`src/rtl/exc_pkg.sv`:
```
// exc_pkg: shared types and constants for the exception sequencer.
//   state_t         sequencer states
//   ESR_*           exception syndrome codes
//   EXC_VECTOR_DFLT default handler entry address
package exc_pkg;

    typedef enum logic [1:0] {
        IDLE,
        TAKE,
        RETURN,
        HALT
    } state_t;

    localparam logic [3:0] ESR_NONE  = 4'b0000;
    localparam logic [3:0] ESR_INVOP = 4'b0001;
    localparam logic [3:0] ESR_IRQ   = 4'b0010;

    localparam logic [63:0] EXC_VECTOR_DFLT = 64'h0000_0000_0000_00D8;

endpackage

```
`src/rtl/exception_ctrl.sv`:
```
// exception_ctrl: exception/interrupt sequencer for the pipelined LEGv8 core.
// Samples invalid-opcode, ERET and external IRQ at decode, captures the
// return address and cause, then flushes the front end and redirects fetch.
// Ports:
//   CLOCK_50     in   system clock, rising edge
//   reset        in   asynchronous, active-high
//   ExtIRQ       in   level interrupt request
//   id_valid     in   ID holds a real instruction
//   id_pc        in   PC of the instruction in ID
//   id_invop     in   ID decoded an invalid opcode
//   id_eret      in   ID decoded ERET
//   flush        out  kill IF/ID and ID/EX at the next edge
//   pc_redirect  out  next PC := pc_target
//   pc_target    out  redirect address
//   ELR          out  exception link register
//   ESR          out  exception syndrome
//   exc_active   out  handler running, IRQs masked
//   halt         out  fatal double fault
module exception_ctrl
    import exc_pkg::*;
#(
    parameter int unsigned  N          = 64,
    parameter logic [N-1:0] EXC_VECTOR = EXC_VECTOR_DFLT[N-1:0]
) (
    input  logic         CLOCK_50,
    input  logic         reset,
    input  logic         ExtIRQ,
    input  logic         id_valid,
    input  logic [N-1:0] id_pc,
    input  logic         id_invop,
    input  logic         id_eret,
    output logic         flush,
    output logic         pc_redirect,
    output logic [N-1:0] pc_target,
    output logic [N-1:0] ELR,
    output logic [3:0]   ESR,
    output logic         exc_active,
    output logic         halt
);

    state_t state, state_nxt;
    logic   irq_pend;
    logic   take_invop;
    logic   take_irq;

    always_ff @(posedge CLOCK_50 or posedge reset) begin
        if (reset) begin
            state      <= IDLE;
            irq_pend   <= 1'b0;
            exc_active <= 1'b0;
            ELR        <= '0;
            ESR        <= ESR_NONE;
        end else begin
            state <= state_nxt;

            // A level still high at the take edge re-arms the request,
            // so set has priority over the clear.
            if (ExtIRQ)
                irq_pend <= 1'b1;
            else if (take_irq)
                irq_pend <= 1'b0;

            if (take_invop) begin
                ELR <= id_pc;
                ESR <= ESR_INVOP;
            end else if (take_irq) begin
                ELR <= id_pc;
                ESR <= ESR_IRQ;
            end

            if (state == TAKE)
                exc_active <= 1'b1;
            else if (state == RETURN) begin
                exc_active <= 1'b0;
                ESR        <= ESR_NONE;
            end
        end
    end

    // Next state plus Moore outputs; outputs depend only on registered state.
    always_comb begin
        state_nxt   = state;
        take_invop  = 1'b0;
        take_irq    = 1'b0;
        flush       = 1'b0;
        pc_redirect = 1'b0;
        pc_target   = '0;
        halt        = 1'b0;

        unique case (state)
            IDLE: begin
                if (id_valid && id_invop && exc_active) begin
                    state_nxt = HALT;
                end else if (id_valid && id_invop) begin
                    state_nxt  = TAKE;
                    take_invop = 1'b1;
                end else if (id_valid && id_eret && exc_active) begin
                    state_nxt = RETURN;
                end else if (id_valid && irq_pend && !exc_active) begin
                    state_nxt = TAKE;
                    take_irq  = 1'b1;
                end
            end
            TAKE: begin
                state_nxt   = IDLE;
                flush       = 1'b1;
                pc_redirect = 1'b1;
                pc_target   = EXC_VECTOR;
            end
            RETURN: begin
                state_nxt   = IDLE;
                flush       = 1'b1;
                pc_redirect = 1'b1;
                pc_target   = ELR;
            end
            HALT: begin
                state_nxt = HALT;
                flush     = 1'b1;
                halt      = 1'b1;
            end
            default: state_nxt = IDLE;
        endcase
    end

endmodule

```
`config.mk`:
```
export PLATFORM = sky130hd
export DESIGN_NAME = exception_ctrl
export DESIGN_NICKNAME = d
export VERILOG_FILES = /design/src/rtl/exc_pkg.sv /design/src/rtl/exception_ctrl.sv
export SDC_FILE = /design/constraint.sdc
export NUM_CORES = 1
export LEC_CHECK = 0
export ABC_AREA = 1
export BUFFER_PORTS_ARGS = -buffer_cell sky130_fd_sc_hd__buf_2
export CORE_UTILIZATION = 47
export DETAILED_ROUTE_END_ITERATION = 8
export PLACE_DENSITY = 0.84
export SYNTH_ARGS = -nofsm -noshare
export SYNTH_HDL_FRONTEND = slang
export SYNTH_SLANG_ARGS = --single-unit
```
`constraint.sdc`:
```
create_clock -name CLOCK_50 -period 5.6 [get_ports CLOCK_50]
set_input_delay 1.4 -clock CLOCK_50 [delete_from_list [all_inputs] [get_ports CLOCK_50]]
set_output_delay 1.4 -clock CLOCK_50 [all_outputs]
set_load 0.05 [all_outputs]
```
==> impl_metrics.csv, run 1 <==
group,metric,value,unit
run_status,outcome,"finished, final reports clean",
worst_setup_path,critPathKind,"reg2out",
clocking,cts_resized,0,
floorplan,io_pins,206,
clocking,tritoncts,"done",
synth,synthesis.area,0.00350,mm^2
grt,met1_usage,30.2,%
min_path,hold_class,"reg2reg",
routing,drc,0,
sta,max_freq,0.253,GHz
worst_setup_path,start_kind,"flip-flop",
worst_setup_path,endpoint_kind,"output pin",
run,maxCapViolCount,0,
synth,yosys_warnings,0,
worst_setup_path,regToRegSetupSlack,3.41,ns
sta,setup_viol,0,
grt,use_met3,3.54,%
pwr,p_leak,2.91,nW
sta,fin_crit,3.96,ns
routing,first_pass_iters,4,
layout,design_area,0.00477,mm^2
worst_setup_path,cp_top_family,"simple AND/OR/NAND/NOR gates",
layout,fin_nets,740,
grt,grt_pass1_wl,14300,um
layout,layout_common_cells,"buf_2 (205), nand2_1 (152), dfrtp_1 (72)",
worst_setup_path,r2r_end,"ELR[60]$_DFFE_PP0P_",
synth,syn_avg_cell_area,7.40,um^2
sta,rsz0062_at_grt,"false",
worst_setup_path,cp_max_fo,60,
worst_setup_path,r2r-start,"state[0]$_DFFE_PP0P_",
worst_setup_path,cp.required,4.20,ns
place,gp_congestion,0.838,
layout,final_common_cell,"buf_2",
worst_setup_path,crit_path_max_incr_delay,0.61,ns
sta,slew_headroom,23.4,%
clocking,clk_pin_slew,0.07,ns
floorplan,coreArea,0.00721,mm^2
layout,syn2layout_area_growth,36.3,%
synth,post-synth-top-area-cell,"dfrtp_1",
worst_setup_path,cp-endpoint,"pc_target[40]",
grt,antenna_found_initial,0,
worst_setup_path,path_buf_inv,2,
routing,vias,3652,
grt,grt_usage,24.0,%
routing,drt_iter0_markers,163,
synth,syn_inst,473,
layout,n_antenna_cell,0,
synth,ys_seq_elements,72,
routing,wl_per_cell,12.6,um
sta,hold_viol_final,0,
floorplan,initial_core_util,48.5,%
place,place_area,0.00454,mm^2
grt,grt_max_degree,70,
grt,grt_remaining_overflow,0,
sta,slew_viol_final,0,
floorplan,fp.dieH,88.3,um
clocking,post_cts_buffers,0,
grt,grt_pass1_vias,3052,
sta,tightest_slew,1.14,ns
clocking,clk_path_buf_depth,2,
routing,wl,9660,um
synth,synthTopCellsByArea,"dfrtp_1 (51%), nand2_1 (16%), nand3_1 (10%), inv_1 (7.4%), nor2_1 (7.0%)",
clocking,htreeDepth,3,
clocking,numCtsBuffers,9,
synth,yosysTopAreaCellShare,51.5,%
layout,drive_gt1_share,34.2,%
sta,final.period_utilization,70.7,%
pwr,ir_worst_vdd,0.137,mV
worst_setup_path,path_cells,"inv_1 -> ha_1 -> nand2_2 -> nor2_1 -> buf_2",
worst_setup_path,r2r_cells,8,
worst_setup_path,cpMaxStageDelayCell,"nand2_2",
floorplan,rows,31,
pwr,power_density,218,mW/mm^2
clocking,cts-root-buf,"clkbuf_8",
worst_setup_path,startpoint,"state[0]$_DFFE_PP0P_",
clocking,cts.sinks,72,
worst_setup_path,worst_ep_arrival_time,2.56,ns
worst_setup_path,worst-path-stages,5,
grt,use_met2,41.6,%
clocking,insertion_delay,0.35,ns
synth,yosysSeqAreaShare,51.5,%
sta,finalSetupTns,0,ns
floorplan,fp.dieW,88.3,um
floorplan,fp.dieArea,0.00780,mm^2
clocking,postCtsHoldBufs,0,
synth,ys_types,17,
place,dpl.hpwl,6670,um
routing,vias_per_cell,4.75,
routing,ant_nets,0,
place,port_buffers,205,
sta,finClkSkew,0.0166,ns
synth,syn_nets,548,
grt,grt.busiest_layer,"met2",
==> cell usage after synthesis <==
cell type and n:
nand2_1 153, dfrtp_1 72, nand3_1 71, inv_1 69, nor2_1 65, clkbuf_1 9, buf_4 8, buf_1 5
buf_2 5, ha_1 5, nand4_1 3, a21oi_1 2, o21ai_0 2, a21o_1 1, inv_2 1, nand2_2 1
nand3_2 1
==> worst reg2reg max path, delay by kind of cell, from the launching register on <==
family | cells | cell delay [ns]
adder cells (fa/ha/maj) | 1 | 0.24
buffers and inverters | 2 | 0.18
flip-flops | 1 | 0.42
AND/OR/NAND/NOR | 5 | 1.30
==> sequential cells by signal, indices dropped and copies added, names as in the netlist <==
| signal | flops |
|---|---|
| state | 2 |
| exc_active | 1 |
| ELR | 64 |
| ESR | 4 |
| irq_pend | 1 |
==> layout make-up <==
| cell class | instances | area [um^2] |
|---|---|---|
| Clock inverter | 7 | 110 |
| Multi-Input combinational cell | 304 | 1300 |
| Clock buffer | 9 | 124 |
| Timing Repair Buffer | 208 | 1050 |
| Inverter | 70 | 263 |
| Sequential cell | 72 | 1800 |
| Tap cell | 99 | 124 |
| Fill cell | 637 | 2440 |
==> cell families (layout without fill, tap and decap cells) <==
| family | count (synthesis) | count (layout) | share of synthesized area [%] |
|---|---|---|---|
| adders and majority gates | 5 | 5 | 1.79 |
| AOI/OAI and AO/OA | 5 | 5 | 0.786 |
| and+or+nand+nor | 294 | 294 | 34.5 |
| DFF | 72 | 72 | 51.5 |
| buffers and inverters | 97 | 294 | 11.4 |
==> worst min-delay path by stage <==
stage / from / cells past startpoint / slack, ns / endpoint
after floorplan: irq_pend$_DFFE_PP0P_ / 1 / 0.48 / irq_pend$_DFFE_PP0P_
after global placement: ESR[2]$_DFF_PP0_ / 2 / 0.50 / ESR[2]$_DFF_PP0_
after detailed placement: ESR[2]$_DFF_PP0_ / 2 / 0.51 / ESR[2]$_DFF_PP0_
after CTS: ESR[2]$_DFF_PP0_ / 2 / 0.52 / ESR[2]$_DFF_PP0_
after global routing: irq_pend$_DFFE_PP0P_ / 1 / 0.54 / irq_pend$_DFFE_PP0P_
final: ESR[2]$_DFF_PP0_ / 2 / 0.52 / ESR[2]$_DFF_PP0_
==> routing by layer <==
layer	routed length, um	part of all wire (%)	vias up
li1	-	-	1804
met1	4150	43	1680
met2	4820	50	152
met3	497	5.1	16
met4	186	1.9	0
met5	0	0	-
==> stage by stage <==
| stage | std cells | hold WS (ns) | setup slack [ns] | power (mW) | utilization (%) |
|---|---|---|---|---|---|
| after floorplan | 473 | 0.476 | 1.92 | 0.539 | - |
| after global placement | 753 | 0.500 | 2.20 | 0.567 | 62.9 |
| after detailed placement | 753 | 0.510 | 2.01 | 0.567 | 62.9 |
| after CTS | 769 | 0.522 | 1.63 | 1.05 | 66.1 |
| after global routing | 769 | 0.544 | 1.46 | 1.08 | 66.1 |
| final | 769 | 0.520 | 1.64 | 1.04 | 66.1 |
==> power by group <==
group / leakage (nW) / switching, mW / internal, mW
registers: 0.991 / 0.0000000000000000148 / 0.520
logic: 1.80 / 0.0188 / 0.0177
clock network: 0.123 / 0.191 / 0.293
total: 2.91 / 0.210 / 0.830
No activity file was read; power rests on OpenSTA's default activity.
==> inputs of run 2 (changes only) <==
- ABC_AREA: 1 -> 0
- CORE_UTILIZATION: 47 -> 44
- PLACE_DENSITY: 0.84 -> 0.8
- clock period: 5.6 -> 3.8 ns (I/O delays scaled with it)
==> impl_metrics.csv, run 2 <==
group,metric,value,unit
sta,setup_viol,0,
routing,vias,2808,
layout,fin_nets,532,
sta,slew_viol_final,0,
synth,yosysSeqAreaShare,52.0,%
layout,top_register,"ELR",
synth,yosysTopAreaCellShare,52.0,%
worst_setup_path,cp.required,2.85,ns
grt,grt_max_degree,66,
place,gp_congestion,0.759,
synth,syn_avg_cell_area,13.4,um^2
synth,synth_edf_count,0,
layout,layout_common_cells,"buf_2 (205), dfrtp_1 (72), and3_1 (60)",
clocking,cts_resized,0,
synth,post-synth-top-area-cell,"dfrtp_1",
routing,ant_nets,0,
clocking,clk_pin_slew,0.08,ns
clocking,tritoncts,"done",
layout,largest_register_ffs,64,
clocking,clk_path_buf_depth,2,
floorplan,io_pins,206,
synth,synth.most_common_cell,"dfrtp_1",
clocking,cts.sinks,72,
synth,syn_nets,333,
sta,rsz0062_at_grt,"false",
run_status,outcome,"finished, final reports clean",
layout,syn2layout_area_growth,37.7,%
sta,hold_viol_final,0,
routing,drc,0,
synth,synthesis.area,0.00346,mm^2
clocking,insertion_delay,0.33,ns
synth,ys_types,24,
clocking,cts-root-buf,"clkbuf_8",
clocking,htreeDepth,3,
floorplan,initial_core_util,46.5,%
routing,first_pass_iters,4,
synth,synth_common_cells,"dfrtp_1 (72), and3_1 (60), mux2_4 (38)",
grt,grt_pass1_wl,14000,um
clocking,numCtsBuffers,9,
grt,grt_usage,21.4,%
synth,syn_inst,258,
floorplan,coreArea,0.00745,mm^2
routing,wl_per_cell,15.0,um
layout,n_antenna_cell,0,
worst_setup_path,cp_max_fo,65,
grt,grt_pass1_vias,2868,
layout,biggestRegsByFlops,"ELR x64, ESR x4, state x2",
synth,ys_async_sr_fraction,100,%
place,dpl.hpwl,5980,um
sta,max_freq,0.307,GHz
sta,slew_headroom,29.9,%
floorplan,fp.dieArea,0.00823,mm^2
clocking,post_cts_buffers,0,
synth,synthTopCellsByArea,"dfrtp_1 (52%), mux2_4 (16%), and3_1 (11%), mux2_2 (9.1%), buf_6 (2.0%)",
sta,finalSetupTns,0,ns
worst_setup_path,start_kind,"flip-flop",
min_path,hold_class,"reg2reg",
synth,ys_seq_elements,72,
worst_setup_path,worst_ep_arrival_time,2.31,ns
routing,vias_per_cell,5.01,
sta,final.period_utilization,85.9,%
synth,yosys_warnings,0,
sta,fin_crit,3.26,ns
synth,synthFlopType,"dfrtp_1",
sta,tightest_slew,1.05,ns
grt,antenna_found_initial,0,
floorplan,fp.dieW,90.7,um
floorplan,rows,31,
routing,drt_iter0_markers,65,
layout,final_common_cell,"buf_2",
worst_setup_path,critPathKind,"reg2out",
worst_setup_path,endpoint_kind,"output pin",
clocking,postCtsHoldBufs,0,
place,port_buffers,205,
layout,drive_gt1_share,64.1,%
sta,finClkSkew,0.00701,ns
floorplan,fp.dieH,90.7,um
routing,wl,8390,um
run,maxCapViolCount,0,
grt,grt_remaining_overflow,0,
## run 2: layout make-up
cell class / count / area (um^2)
multi-input cells: 159 / 1520
clock buffers: 9 / 124
clock inverters: 7 / 96.3
inverters: 5 / 18.8
fillers: 606 / 2680
well taps: 99 / 124
flip-flops and latches: 72 / 1800
repair buffers: 210 / 1090
## run 2: through the flow
step                      area, um^2  std cells  util [%]  hold slack [ns]  worst slack, ns
after detailed placement        4550        545      61.1            0.509            0.916
after CTS                       4770        561      64.0            0.531            0.537
final                           4770        561      64.0            0.525            0.538
after floorplan                 3460        258         -            0.575            0.589
after global placement          4550        545      61.1            0.505             1.07
after global routing            4770        561      64.0            0.550            0.360
## run 2: critical path: stages (launching register included)
cell	delay, ns
dfrtp_1	0.40
inv_1	0.13
ha_2	0.85
a21oi_1	0.18
nor2b_1	0.14
buf_2	0.27
## run 2: cells by family after synthesis
logic type	after synthesis	share of synthesized area (%)
adders and majority gates	5	1.81
DFF	72	52.0
buffers and inverters	27	4.30
muxes	68	26.1
AOI/OAI and AO/OA	14	2.82
and+or+nand+nor	72	12.9
## run 2: routing by layer
layer	track usage (%)	part of all wire [%]	vias up
li1	-	-	1308
met1	24.5	40	1348
met2	37.1	51	129
met3	5.39	6.4	23
met4	10.6	2.9	0
met5	0	0	-
## run 2: worst paths after layout
path / slack [ns] / to / from / depth (start not counted)
setup / recovery: 0.54 / pc_target[4] / state[0]$_DFFE_PP0P_ / 5
hold / removal: 0.53 / ELR[43]$_DFFE_PP0P_ / ELR[43]$_DFFE_PP0P_ / 1
setup reg to reg: 1.40 / ELR[48]$_DFFE_PP0P_ / state[0]$_DFFE_PP0P_ / 6
hold reg to reg: 0.53 / ELR[43]$_DFFE_PP0P_ / ELR[43]$_DFFE_PP0P_ / 1
max in group asynchronous: 2.10 / ELR[31]$_DFFE_PP0P_ / reset / 3
min in group asynchronous: 0.86 / ELR[12]$_DFFE_PP0P_ / reset / 2
Power of run 2 is not shown: default switching activity piles up to over one toggle a cycle in this logic, so the estimate is an artifact.
==> inputs of run 3 (changes only) <==
- CORE_UTILIZATION: 44 -> 41
- CTS_BUF_LIST: unset -> sky130_fd_sc_hd__clkbuf_4
- PLACE_DENSITY: 0.8 -> 0.78
- TNS_END_PERCENT: unset -> 1
- clock period: 3.8 -> 2.94 ns (I/O delays scaled with it)
==> impl_metrics.csv, run 3 (synthesis results as in run 2) <==
group,metric,value,unit
clocking,cts-root-buf,"clkbuf_4",
worst_setup_path,critPathKind,"reg2out",
grt,antenna_found_initial,0,
layout,largest_register_ffs,64,
routing,wl_per_cell,14.7,um
layout,syn2layout_area_growth,36.3,%
layout,top_register,"ELR",
clocking,tritoncts,"done",
routing,vias,2773,
min_path,hold_class,"in2async",
routing,first_pass_iters,4,
routing,wl,8380,um
place,dpl.hpwl,6160,um
clocking,htreeDepth,3,
sta,slew_headroom,69.5,%
layout,layout_common_cells,"buf_2 (205), dfrtp_1 (72), and3_1 (60)",
grt,grt_usage,18.8,%
worst_setup_path,cp_max_fo,32,
layout,fin_nets,535,
floorplan,fp.dieW,93.9,um
sta,hold_viol_final,0,
clocking,cts_resized,0,
sta,rsz0062_at_grt,"false",
floorplan,fp.dieArea,0.00882,mm^2
sta,slew_viol_final,0,
sta,max_freq,0.374,GHz
place,port_buffers,205,
clocking,post_cts_buffers,0,
clocking,numCtsBuffers,9,
clocking,clk_pin_slew,0.11,ns
sta,finalSetupTns,0,ns
place,gp_congestion,0.765,
worst_setup_path,start_kind,"flip-flop",
worst_setup_path,endpoint_kind,"output pin",
sta,final.period_utilization,91.0,%
floorplan,initial_core_util,42.2,%
clocking,insertion_delay,0.39,ns
sta,fin_crit,2.67,ns
clocking,clk_path_buf_depth,2,
layout,fin_util,57.5,%
floorplan,fp.dieH,93.9,um
layout,n_antenna_cell,0,
clocking,cts.sinks,72,
grt,grt_pass1_wl,12900,um
grt,grt_remaining_overflow,0,
sta,finClkSkew,0.0127,ns
run_status,outcome,"finished, final reports clean",
layout,fill_cells,707,
floorplan,coreArea,0.00822,mm^2
grt,grt_max_degree,37,
sta,tightest_slew,0.457,ns
routing,drt_iter0_markers,46,
routing,ant_nets,0,
run,maxCapViolCount,0,
layout,drive_gt1_share,64.2,%
layout,biggestRegsByFlops,"ELR x64, ESR x4, state x2",
sta,setup_viol,0,
routing,drc,0,
worst_setup_path,worst_ep_arrival_time,1.94,ns
routing,vias_per_cell,4.87,
layout,final_common_cell,"buf_2",
grt,grt_pass1_vias,2648,
floorplan,io_pins,206,
floorplan,rows,33,
clocking,postCtsHoldBufs,0,
worst_setup_path,cp.required,2.20,ns
-- run 3: cell count changes in the layout (fill, tap and decap cells not counted) --
cell / before / now
clkbuf_4: 0 / 9
clkinv_1: 0 / 1
clkbuf_8: 9 / 0
buf_12: 2 / 1
nor2b_1: 5 / 4
nor2b_2: 0 / 1
clkinvlp_4: 3 / 1
buf_4: 3 / 7
-- run 3: layout make-up --
class	instances	area, um^2	area share (%)
multi-input cells	159	1520	32.2
repair buffers	213	1100	23.3
flip-flops and latches	72	1800	38.2
clock inverters	6	85.1	1.80
clock buffers	9	67.6	1.43
well taps	105	131	2.78
inverters	5	18.8	0.397
-- run 3: worst max-delay path, stage by stage (launching register included) --
cell     delay (ns)
dfrtp_1        0.39
inv_1          0.10
ha_1           0.30
buf_4          0.26
and3_1         0.23
buf_2          0.27
-- run 3: final timing paths --
check	cells past startpoint	from	end	slack [ns]
worst max-delay path	5	state[0]$_DFFE_PP0P_	pc_target[25]	0.27
worst min-delay path	3	reset	ELR[14]$_DFFE_PP0P_	0.43
worst max register to register	6	state[0]$_DFFE_PP0P_	ELR[35]$_DFFE_PP0P_	0.84
worst min register to register	1	ELR[60]$_DFFE_PP0P_	ELR[60]$_DFFE_PP0P_	0.53
max in group asynchronous	3	reset	ESR[2]$_DFF_PP0_	2.17
min in group CLOCK_50	1	ELR[60]$_DFFE_PP0P_	ELR[60]$_DFFE_PP0P_	0.53
-- run 3: metal layers --
layer | global-route usage, % | vias to the layer above | wire (um)
met1 | 22.8 | 1319 | 3500
met2 | 32.6 | 113 | 4190
met4 | 6.79 | 0 | 143
li1 | - | 1326 | -
met5 | 0 | - | 0
met3 | 4.29 | 15 | 546
-- run 3: through the flow --
stage | area (um^2) | hold WS [ns] | setup slack [ns] | instances
after floorplan | 3470 | 0.575 | -0.0555 | 258
after global placement | 4570 | 0.502 | 0.717 | 554
after detailed placement | 4570 | 0.505 | 0.670 | 554
after CTS | 4720 | 0.414 | 0.227 | 569
after global routing | 4720 | 0.444 | 0.108 | 569
final | 4720 | 0.435 | 0.265 | 569
Power of run 3 is left out for the same reason.
